==> src/rtl/imem_fetch_responder_pkg.sv <==
// Shared definitions for the instruction fetch responder and the PC it serves.
// Defaults here must stay in step with the PC register width.
package imem_fetch_responder_pkg;

    localparam int unsigned IMEM_ADDR_W = 4;
    localparam int unsigned IMEM_DATA_W = 16;
    localparam int unsigned IMEM_DEPTH  = 1 << IMEM_ADDR_W;

    localparam logic [IMEM_DATA_W-1:0] IMEM_HALT_WORD = '1;
    localparam logic [IMEM_DATA_W-1:0] IMEM_NOP_WORD  = '0;

    typedef enum logic [1:0] {
        S_LOAD = 2'd0,
        S_RUN  = 2'd1,
        S_HALT = 2'd2
    } fetch_state_t;

endpackage

==> src/rtl/imem_fetch_responder_if.sv <==
// Fetch, program-load and status signals between the responder and its PC/loader.
// slave = responder side, master = PC register and program loader side.
interface imem_fetch_responder_if
    import imem_fetch_responder_pkg::*;
#(
    parameter int unsigned ADDR_W = IMEM_ADDR_W,
    parameter int unsigned DATA_W = IMEM_DATA_W
);

    logic [ADDR_W-1:0] pc_addr;
    logic [ADDR_W-1:0] next_pc;
    logic [DATA_W-1:0] instr;
    logic              instr_valid;
    logic              prog_we;
    logic [ADDR_W-1:0] prog_addr;
    logic [DATA_W-1:0] prog_data;
    logic              prog_done;
    logic              halted;
    logic              prog_err;

    modport slave (
        input  pc_addr,
        input  prog_we,
        input  prog_addr,
        input  prog_data,
        input  prog_done,
        output next_pc,
        output instr,
        output instr_valid,
        output halted,
        output prog_err
    );

    modport master (
        output pc_addr,
        output prog_we,
        output prog_addr,
        output prog_data,
        output prog_done,
        input  next_pc,
        input  instr,
        input  instr_valid,
        input  halted,
        input  prog_err
    );

endinterface

==> src/rtl/imem_fetch_responder_imem_store.sv <==
// Programmable instruction store: async clear to NOP, one write port, one
// combinational read port.
module imem_store
    import imem_fetch_responder_pkg::*;
#(
    parameter int unsigned ADDR_W = IMEM_ADDR_W,
    parameter int unsigned DATA_W = IMEM_DATA_W,
    parameter int unsigned DEPTH  = 1 << ADDR_W
) (
    input  logic              clk,
    input  logic              reset,
    input  logic              we,
    input  logic [ADDR_W-1:0] waddr,
    input  logic [DATA_W-1:0] wdata,
    input  logic [ADDR_W-1:0] raddr,
    output logic [DATA_W-1:0] rdata
);

    logic [DATA_W-1:0] mem [DEPTH];

    always_ff @(posedge clk or posedge reset) begin
        if (reset) begin
            mem <= '{default: '0};
        end else if (we) begin
            mem[waddr] <= wdata;
        end
    end

    assign rdata = mem[raddr];

endmodule

==> src/rtl/imem_fetch_responder.sv <==
// Instruction-side responder: returns mem[pc_addr] one cycle later and steers
// next_pc (increment, hold, or park on a halt word).
module imem_fetch_responder
    import imem_fetch_responder_pkg::*;
#(
    parameter int unsigned             ADDR_W    = IMEM_ADDR_W,
    parameter int unsigned             DATA_W    = IMEM_DATA_W,
    parameter int unsigned             DEPTH     = 1 << ADDR_W,
    parameter logic [DATA_W-1:0]       HALT_WORD = '1
) (
    input  logic                    clk,
    input  logic                    reset,
    imem_fetch_responder_if.slave   bus
);

    fetch_state_t      state;
    logic [DATA_W-1:0] rd_word;
    logic [DATA_W-1:0] instr_q;
    logic              valid_q;
    logic              halted_q;
    logic              err_q;
    logic              store_we;
    logic              is_halt;
    logic [ADDR_W-1:0] next_pc;

    // Writes only commit in LOAD; elsewhere they just raise prog_err.
    assign store_we = bus.prog_we && (state == S_LOAD);

    imem_store #(
        .ADDR_W (ADDR_W),
        .DATA_W (DATA_W),
        .DEPTH  (DEPTH)
    ) u_store (
        .clk   (clk),
        .reset (reset),
        .we    (store_we),
        .waddr (bus.prog_addr),
        .wdata (bus.prog_data),
        .raddr (bus.pc_addr),
        .rdata (rd_word)
    );

    assign is_halt = (rd_word == HALT_WORD);

    always_comb begin
        next_pc = bus.pc_addr;
        if (state == S_RUN && !is_halt) begin
            next_pc = bus.pc_addr + ADDR_W'(1);
        end
    end

    always_ff @(posedge clk or posedge reset) begin
        if (reset) begin
            state    <= S_LOAD;
            instr_q  <= '0;
            valid_q  <= 1'b0;
            halted_q <= 1'b0;
            err_q    <= 1'b0;
        end else begin
            case (state)
                S_LOAD: begin
                    valid_q <= 1'b0;
                    if (bus.prog_done) begin
                        state <= S_RUN;
                    end
                end
                S_RUN: begin
                    if (bus.prog_we) begin
                        err_q <= 1'b1;
                    end
                    // A halt word leaves instr at its previous value.
                    if (is_halt) begin
                        valid_q  <= 1'b0;
                        halted_q <= 1'b1;
                        state    <= S_HALT;
                    end else begin
                        instr_q <= rd_word;
                        valid_q <= 1'b1;
                    end
                end
                S_HALT: begin
                    valid_q <= 1'b0;
                    if (bus.prog_we) begin
                        err_q <= 1'b1;
                    end
                    if (bus.prog_done) begin
                        halted_q <= 1'b0;
                        state    <= S_LOAD;
                    end
                end
                default: begin
                    valid_q  <= 1'b0;
                    halted_q <= 1'b0;
                    state    <= S_LOAD;
                end
            endcase
        end
    end

    assign bus.next_pc     = next_pc;
    assign bus.instr       = instr_q;
    assign bus.instr_valid = valid_q;
    assign bus.halted      = halted_q;
    assign bus.prog_err    = err_q;

endmodule

==> src/flat_wrapper.sv <==
// flat-port wrapper written by rule: the top's interface ports become plain ports
module imem_fetch_responder_flat import imem_fetch_responder_pkg::*;
#(
    parameter int unsigned             ADDR_W    = IMEM_ADDR_W,
    parameter int unsigned             DATA_W    = IMEM_DATA_W,
    parameter int unsigned             DEPTH     = 1 << ADDR_W,
    parameter logic [DATA_W-1:0]       HALT_WORD = '1
)
  (clk, reset, bus_pc_addr, bus_prog_we, bus_prog_addr, bus_prog_data, bus_prog_done, bus_next_pc, bus_instr, bus_instr_valid, bus_halted, bus_prog_err);
  imem_fetch_responder_if #(.ADDR_W(ADDR_W), .DATA_W(DATA_W)) bus_i ();
  input  logic clk;
  input  logic reset;
  input wire logic [$bits(bus_i.pc_addr)-1:0] bus_pc_addr;
  input wire logic [$bits(bus_i.prog_we)-1:0] bus_prog_we;
  input wire logic [$bits(bus_i.prog_addr)-1:0] bus_prog_addr;
  input wire logic [$bits(bus_i.prog_data)-1:0] bus_prog_data;
  input wire logic [$bits(bus_i.prog_done)-1:0] bus_prog_done;
  output wire logic [$bits(bus_i.next_pc)-1:0] bus_next_pc;
  output wire logic [$bits(bus_i.instr)-1:0] bus_instr;
  output wire logic [$bits(bus_i.instr_valid)-1:0] bus_instr_valid;
  output wire logic [$bits(bus_i.halted)-1:0] bus_halted;
  output wire logic [$bits(bus_i.prog_err)-1:0] bus_prog_err;
  assign bus_i.pc_addr = bus_pc_addr;
  assign bus_i.prog_we = bus_prog_we;
  assign bus_i.prog_addr = bus_prog_addr;
  assign bus_i.prog_data = bus_prog_data;
  assign bus_i.prog_done = bus_prog_done;
  assign bus_next_pc = bus_i.next_pc;
  assign bus_instr = bus_i.instr;
  assign bus_instr_valid = bus_i.instr_valid;
  assign bus_halted = bus_i.halted;
  assign bus_prog_err = bus_i.prog_err;
  imem_fetch_responder #(.ADDR_W(ADDR_W), .DATA_W(DATA_W), .DEPTH(DEPTH), .HALT_WORD(HALT_WORD)) u_core (.clk(clk), .reset(reset), .bus(bus_i));
endmodule
==> config.mk <==
export PLATFORM = sky130hd
export DESIGN_NAME = imem_fetch_responder_flat
export DESIGN_NICKNAME = d
export VERILOG_FILES = /design/src/rtl/imem_fetch_responder_pkg.sv /design/src/rtl/imem_fetch_responder_if.sv /design/src/rtl/imem_fetch_responder_imem_store.sv /design/src/rtl/imem_fetch_responder.sv /design/src/flat_wrapper.sv
export SDC_FILE = /design/constraint.sdc
export NUM_CORES = 1
export LEC_CHECK = 0
export ABC_AREA = 1
export CORE_ASPECT_RATIO = 0.8
export CORE_MARGIN = 2
export CORE_UTILIZATION = 55
export CTS_CLUSTER_DIAMETER = 100
export DETAILED_ROUTE_END_ITERATION = 16
export PLACE_DENSITY_LB_ADDON = 0.15
export SKIP_CTS_REPAIR_TIMING = 1
export SLEW_MARGIN = 20
export SYNTH_ARGS = -nofsm -noshare
export SYNTH_HDL_FRONTEND = slang
export SYNTH_SLANG_ARGS = --single-unit
==> constraint.sdc <==
create_clock -name clk -period 13.6 [get_ports clk]
set_input_delay 2.04 -clock clk [delete_from_list [all_inputs] [get_ports clk]]
set_output_delay 2.04 -clock clk [all_outputs]
set_load 0.05 [all_outputs]
Word-level counts from Yosys, hierarchy flattened
Cells that the tools add are included.
{"block": "op_classes", "add_sub_neg": 1, "eq_ne": 6, "order_cmp": 3, "muxes": 16, "n_reduce_logical": 10, "bitwise": 4}
{"operator": "$bwmux W256", "n": 1}
{"operator": "$bmux W16 S4", "n": 1}
{"operator": "$demux W16 S4", "n": 1}
{"operator": "$mux W16", "n": 3}
{"operator": "$eq A16 B16 Y1 const B", "n": 1}
{"operator": "$ge A5 B5 Y1 const B", "n": 2}
{"operator": "$not A4 Y5", "n": 2}
{"operator": "$mux W2", "n": 3}
{"operator": "$pmux W2 S3", "n": 1}
{"operator": "$reduce_and A3 Y1", "n": 2}
{"operator": "$lt A5 B1 Y1 const B", "n": 1}
{"operator": "$add A4 B1 Y4 const B", "n": 1}
{"operator": "$mux W1", "n": 4}
{"operator": "$mux W4", "n": 1}
{"operator": "$ne A2 B2 Y1 const B", "n": 2}
{"operator": "$reduce_and A2 Y1", "n": 2}
{"operator": "$logic_and A1 B1 Y1", "n": 3}
{"operator": "$pmux W1 S3", "n": 1}
{"operator": "$eq A2 B1 Y1 const B", "n": 1}
{"operator": "$eq A2 B2 Y1 const B", "n": 1}
{"operator": "$logic_not A2 Y1", "n": 1}
{"operator": "$ne A2 B1 Y1 const B", "n": 1}
{"operator": "$not A1 Y1", "n": 2}
{"operator": "$reduce_or A2 Y1", "n": 1}
{"operator": "$logic_not A1 Y1", "n": 1}
{"block": "word_totals", "word_cells": 61, "regBits": 277, "out_inout_bits": 23, "in_bits": 28}

Depth between registers and ports, before layout
{"block": "logic_depth", "ltp_word": 8, "depth_mapped": 17, "mapped_depth_nobuf": 14}

Cells and area by module
A second synthesis with hierarchy kept.
{"block": "unflattened", "cells_unflattened": 1787, "area_unflattened_um2": 13339.0}
{"mod": "imem_store", "area_per_inst_um2": 12310.6, "n_inst": 1, "cells_per_inst": 1661, "seq_area_each_um2": 6406.1}
{"mod": "imem_fetch_responder", "area_per_inst_um2": 1028.5, "n_inst": 1, "cells_per_inst": 126, "seq_area_each_um2": 525.5}

Worst setup path after synthesis
OpenSTA, ideal clock, no wires.
{"block": "synth_path", "path_type": "input-to-output", "from": "input bus_pc_addr[2]", "to": "output bus_next_pc[2]", "path_slack_ps": 7351, "required_time_ps": 11560, "path_buffers": 2, "path_stages": 11, "arrival_ps": 4209, "path_cell_list": "buf_2 -> inv_1 -> clkbuf_1 -> nand3_1 -> nand3_1 -> nand2_1 -> nand2_1 -> nor2_1 -> nand2_1 -> o21ai_4 -> o21ai_0"}
{"block": "synth_between", "elab_chain_len": 8, "word_cells_on_any_way": 9, "cone_classes": "1 x add/sub; 1 x eq/ne; 4 x mux; 1 x bitwise; 2 x reduce/logical"}
{"item": "start: declaration", "line": "flat_wrapper.sv:13", "text": "input wire logic [$bits(bus_i.pc_addr)-1:0] bus_pc_addr;"}
{"item": "$not A4 Y5 (implied by the code)", "line": "imem_fetch_responder_imem_store.sv:29", "text": "assign rdata = mem[raddr];"}
{"item": "$bmux W16 S4", "line": "imem_fetch_responder_imem_store.sv:29"}
{"item": "$mux W16 (implied by the code) (2 in a row)", "line": "imem_fetch_responder_imem_store.sv:29"}
{"item": "$eq A16 B16 Y1", "line": "imem_fetch_responder.sv:43", "text": "assign is_halt = (rd_word == HALT_WORD);"}
{"item": "$logic_not A1 Y1", "line": "imem_fetch_responder.sv:47", "text": "if (state == S_RUN && !is_halt) begin"}
{"item": "$logic_and A1 B1 Y1", "line": "imem_fetch_responder.sv:47"}
{"item": "$mux W4 (*)", "line": "imem_fetch_responder.sv:47"}
{"item": "end: declaration", "line": "flat_wrapper.sv:18", "text": "output wire logic [$bits(bus_i.next_pc)-1:0] bus_next_pc;"}
Mark *: on every way between the ends. The rest lies on a longest branch, timed or not. The select of a mux whose other input is x is not followed.

Final worst setup path
{"block": "layout_path", "from": "input bus_pc_addr[0]", "to": "output bus_next_pc[1]"}
The elaborated chain is that of the path after synthesis.

==> results.md <==
* CP max FO at between 50 and 60
* Gr usage total at slightly below 30%
* Die area at 24,900 um^2
* Sequential share of the synthesized area at 53.4%
* # diodes at 0
* Final TNS setup at 0 ps
* Outcome: completed
* Post-Route WL at 35.4 mm
* Core Region at roughly 23,000 um^2
* Final Core Density at a little over three fifths
* Syn avg cell area at roughly 7.7 um^2
* Core Rows at 50
* Syn Inst Count at ~1,700
* Clock latency on the worst-skew pair at 550 ps
* CTS Buf Count at 28
* WL/cell at roughly 18 um
* Min cycle time layout at between 8000 and 9000 ps
* Pin count of the biggest net entering global routing at between 100 and 150
* Final-stage net count at 1,694
* Critical path class: input pin to primary output
* MaxCap Viol Count at 0
* I/O Buffers at 50
* LEAKAGE at between 7 and 8 nW
* Worst VDD drop at approximately 0.00013 V
* Most frequent cells after synthesis: 664 x nand2_1, 282 x o21ai_0, 277 x dfrtp_1
* CP required at ~12,000 ps
* Top cell type by total area after synthesis: dfrtp_1
* Worst r2r dst: u_core.u_store.mem[71]
* Switching power at between 0.9 and 1 mW
* Critical path launch point type: input pin
* Reg2Reg Setup Slack at between 10,000 and 15,000 ps
* Layout cells sized above 1 at ~4.9%
* Synth top area cells: dfrtp_1 53%, nand2_1 19%, o21ai_0 11%
* Count leader, synth: nand2_1
* Seq cells post-synth at between 200 and 300
* First-pass GRT wire length at between 50 and 60 mm
* Area delta synth->final at 11.9%
* Worst Tran Pin Value at between 900 and 1000 ps
* Worst setup EP type: primary output
* Via density at roughly 5.5
* Residual DRC at 0
* YS warnings at 0
* Slew HR at between 30 and 40%
* Pre-antenna DRT Iters at 5
* Overall die width at between 150 and 200 um
* GP Congestion at 0.800
* Clk slew on worst S/H paths at approximately 60 ps
* Reg2reg start: u_core.state[0]
* CTS Root Buffer Type: clkbuf_16
* Post-Synthesis Net Count at 1,710
* Yosys cell types at 24
* Register share of total power at between 40 and 50%
* Starting DRT DRC Count at 1,178
* Critical Path AT at 6450 ps
* Clock network power share at between 20% and 30%
* Synth top area share at 53.4%
* Vias in the first global route at 10,190
* Post-route clock period utilization at 62.4%
* Synthesized area at between 10,000 and 15,000 um^2
* PwrDens at a little over 200 nW/um^2
* Hold Crit Class: register to register
* Die Ht at around 140 um
* Combinational Power Share at ~26%
* Grt ovf at 0
* Final Skew at 11.5 ps
* Io pins at 51
* CTS tree: done
* Via count at about 11,000
* Filler Cell Count at between 2,000 and 2,500
* Reg2reg path depth at 8
* Hold Vio Cnt, Final at 0
* # setup viols final at 0
* Clock sinks at roughly 280
* CTS H-tree lvls at 1
* Initial core utilization at a little under three fifths
* Initial antenna violation count at 0
* Unrepaired setup endpoints after global routing: no
* Worst hold slack at roughly 470 ps
* Fmax at about 0.12 GHz
* Predominant post-synthesis flop cell: dfrtp_1
* Share of async-settable or async-resettable flops after synthesis at 100%
* Cell Int Power at 2.00 mW
* Post-synth EDFFs at 0
* Final Max Tran Viols at 0
* Post-DP HPWL at approximately 20 mm
* Min-delay src: u_core.bus.prog_err
* Hold EP: u_core.bus.prog_err
* Detail Route Antenna Nets at 0
* Worst hold path depth at 1
* Sw frac at roughly a third
* Longest Clk Path Bufs at 3
area by class of cell:
cell class	count	area [um^2]	share of cell area, %
clock buffers	36	802	5.52
flip-flops and latches	277	6930	47.7
well taps	312	390	2.69
clock inverters	15	262	1.80
repair buffers	74	668	4.60
inverters	102	392	2.70
multi-input cells	1178	5080	35.0
state kept, by name (all words and copies together), names as in the netlist:
register                flops
u_core.bus.instr           16
u_core.bus.halted           1
u_core.state                2
u_core.bus.prog_err         1
u_core.u_store.mem        256
u_core.bus.instr_valid      1
per-layer routing:
| layer | routed length, um | vias up | global-route usage (%) |
|---|---|---|---|
| met4 | 589 | 0 | 5.92 |
| met2 | 15900 | 393 | 45.8 |
| met3 | 2670 | 37 | 4.10 |
| met5 | 0 | - | 0 |
| li1 | - | 5283 | - |
| met1 | 16200 | 5271 | 43.8 |
power by group through the flow:
stage	clock network, mW	registers (mW)	logic (mW)
2_1_floorplan	0	1.38	0.530
3_3_place_gp	0	1.34	0.747
3_5_place_dp	0	1.35	0.770
4_1_cts	0.888	1.34	0.774
5_1_grt	0.919	1.38	0.892
6_report	0.877	1.35	0.770
cells by family (layout without fill, tap and decap cells):
family,after synthesis,after routing,synth area share (%)
and+or+nand+nor,867,867,26.4
adders and majority gates,5,5,0.482
buffers and inverters,222,227,7.52
xor gates and xnor gates,2,2,0.135
AOI/OAI and AO/OA,304,304,12.1
DFF,277,277,53.4
worst max path at each step:
| stage | end | cells after the start | startpoint | slack (ps) |
|---|---|---|---|---|
| after floorplan | u_core.bus.halted | 1 | reset | 3920 |
| after global placement | bus_next_pc[0] | 16 | bus_pc_addr[0] | 5200 |
| after detailed placement | bus_next_pc[1] | 16 | bus_pc_addr[0] | 5180 |
| after CTS | bus_next_pc[1] | 16 | bus_pc_addr[0] | 5150 |
| after global routing | bus_next_pc[1] | 16 | bus_pc_addr[0] | 4780 |
| final | bus_next_pc[1] | 16 | bus_pc_addr[0] | 5110 |
worst max-delay path: stages:
cell             delay (ps)
buf_4                   350
clkinv_2                810
buf_4                   630
nand2_1                 130
nand3_1                  80
nand3_1                 130
nand3_1                  80
nand2_1                 130
nand2_1                  60
nor2_1                  130
nand2_1                 130
o21ai_4                 500
inv_2                   300
nand2_1                 140
nand2_1                  50
clkdlybuf4s50_1         690
metrics by stage:
stage / std cells / cell area, um^2 / power (mW) / setup slack (ps)
3_3_place_gp: 1943 / 13500 / 2.09 / 5200
2_1_floorplan: 1677 / 13000 / 1.91 / 3920
6_report: 1994 / 14500 / 2.99 / 5110
5_1_grt: 1994 / 14500 / 3.19 / 4780
3_5_place_dp: 1943 / 13500 / 2.12 / 5180
4_1_cts: 1994 / 14500 / 3.00 / 5150
cells in the final DEF (no fill, tap or decap), drive strengths merged:
cell | Yosys | layout
nand2 | 664 | 664
o21ai | 286 | 286
dfrtp | 277 | 277
nand3 | 132 | 132
inv | 101 | 100
nor2 | 68 | 68
clkdlybuf4s50 | 0 | 47
clkbuf | 73 | 36
buf | 47 | 27
o211ai | 14 | 14
clkinv | 1 | 10
bufinv | 0 | 7
ha | 5 | 5
a21oi | 3 | 3
nand4 | 2 | 2
nor3 | 1 | 1
xnor2 | 1 | 1
xor2 | 1 | 1
a21o | 1 | 1
No activity file was read; power rests on OpenSTA's default activity.
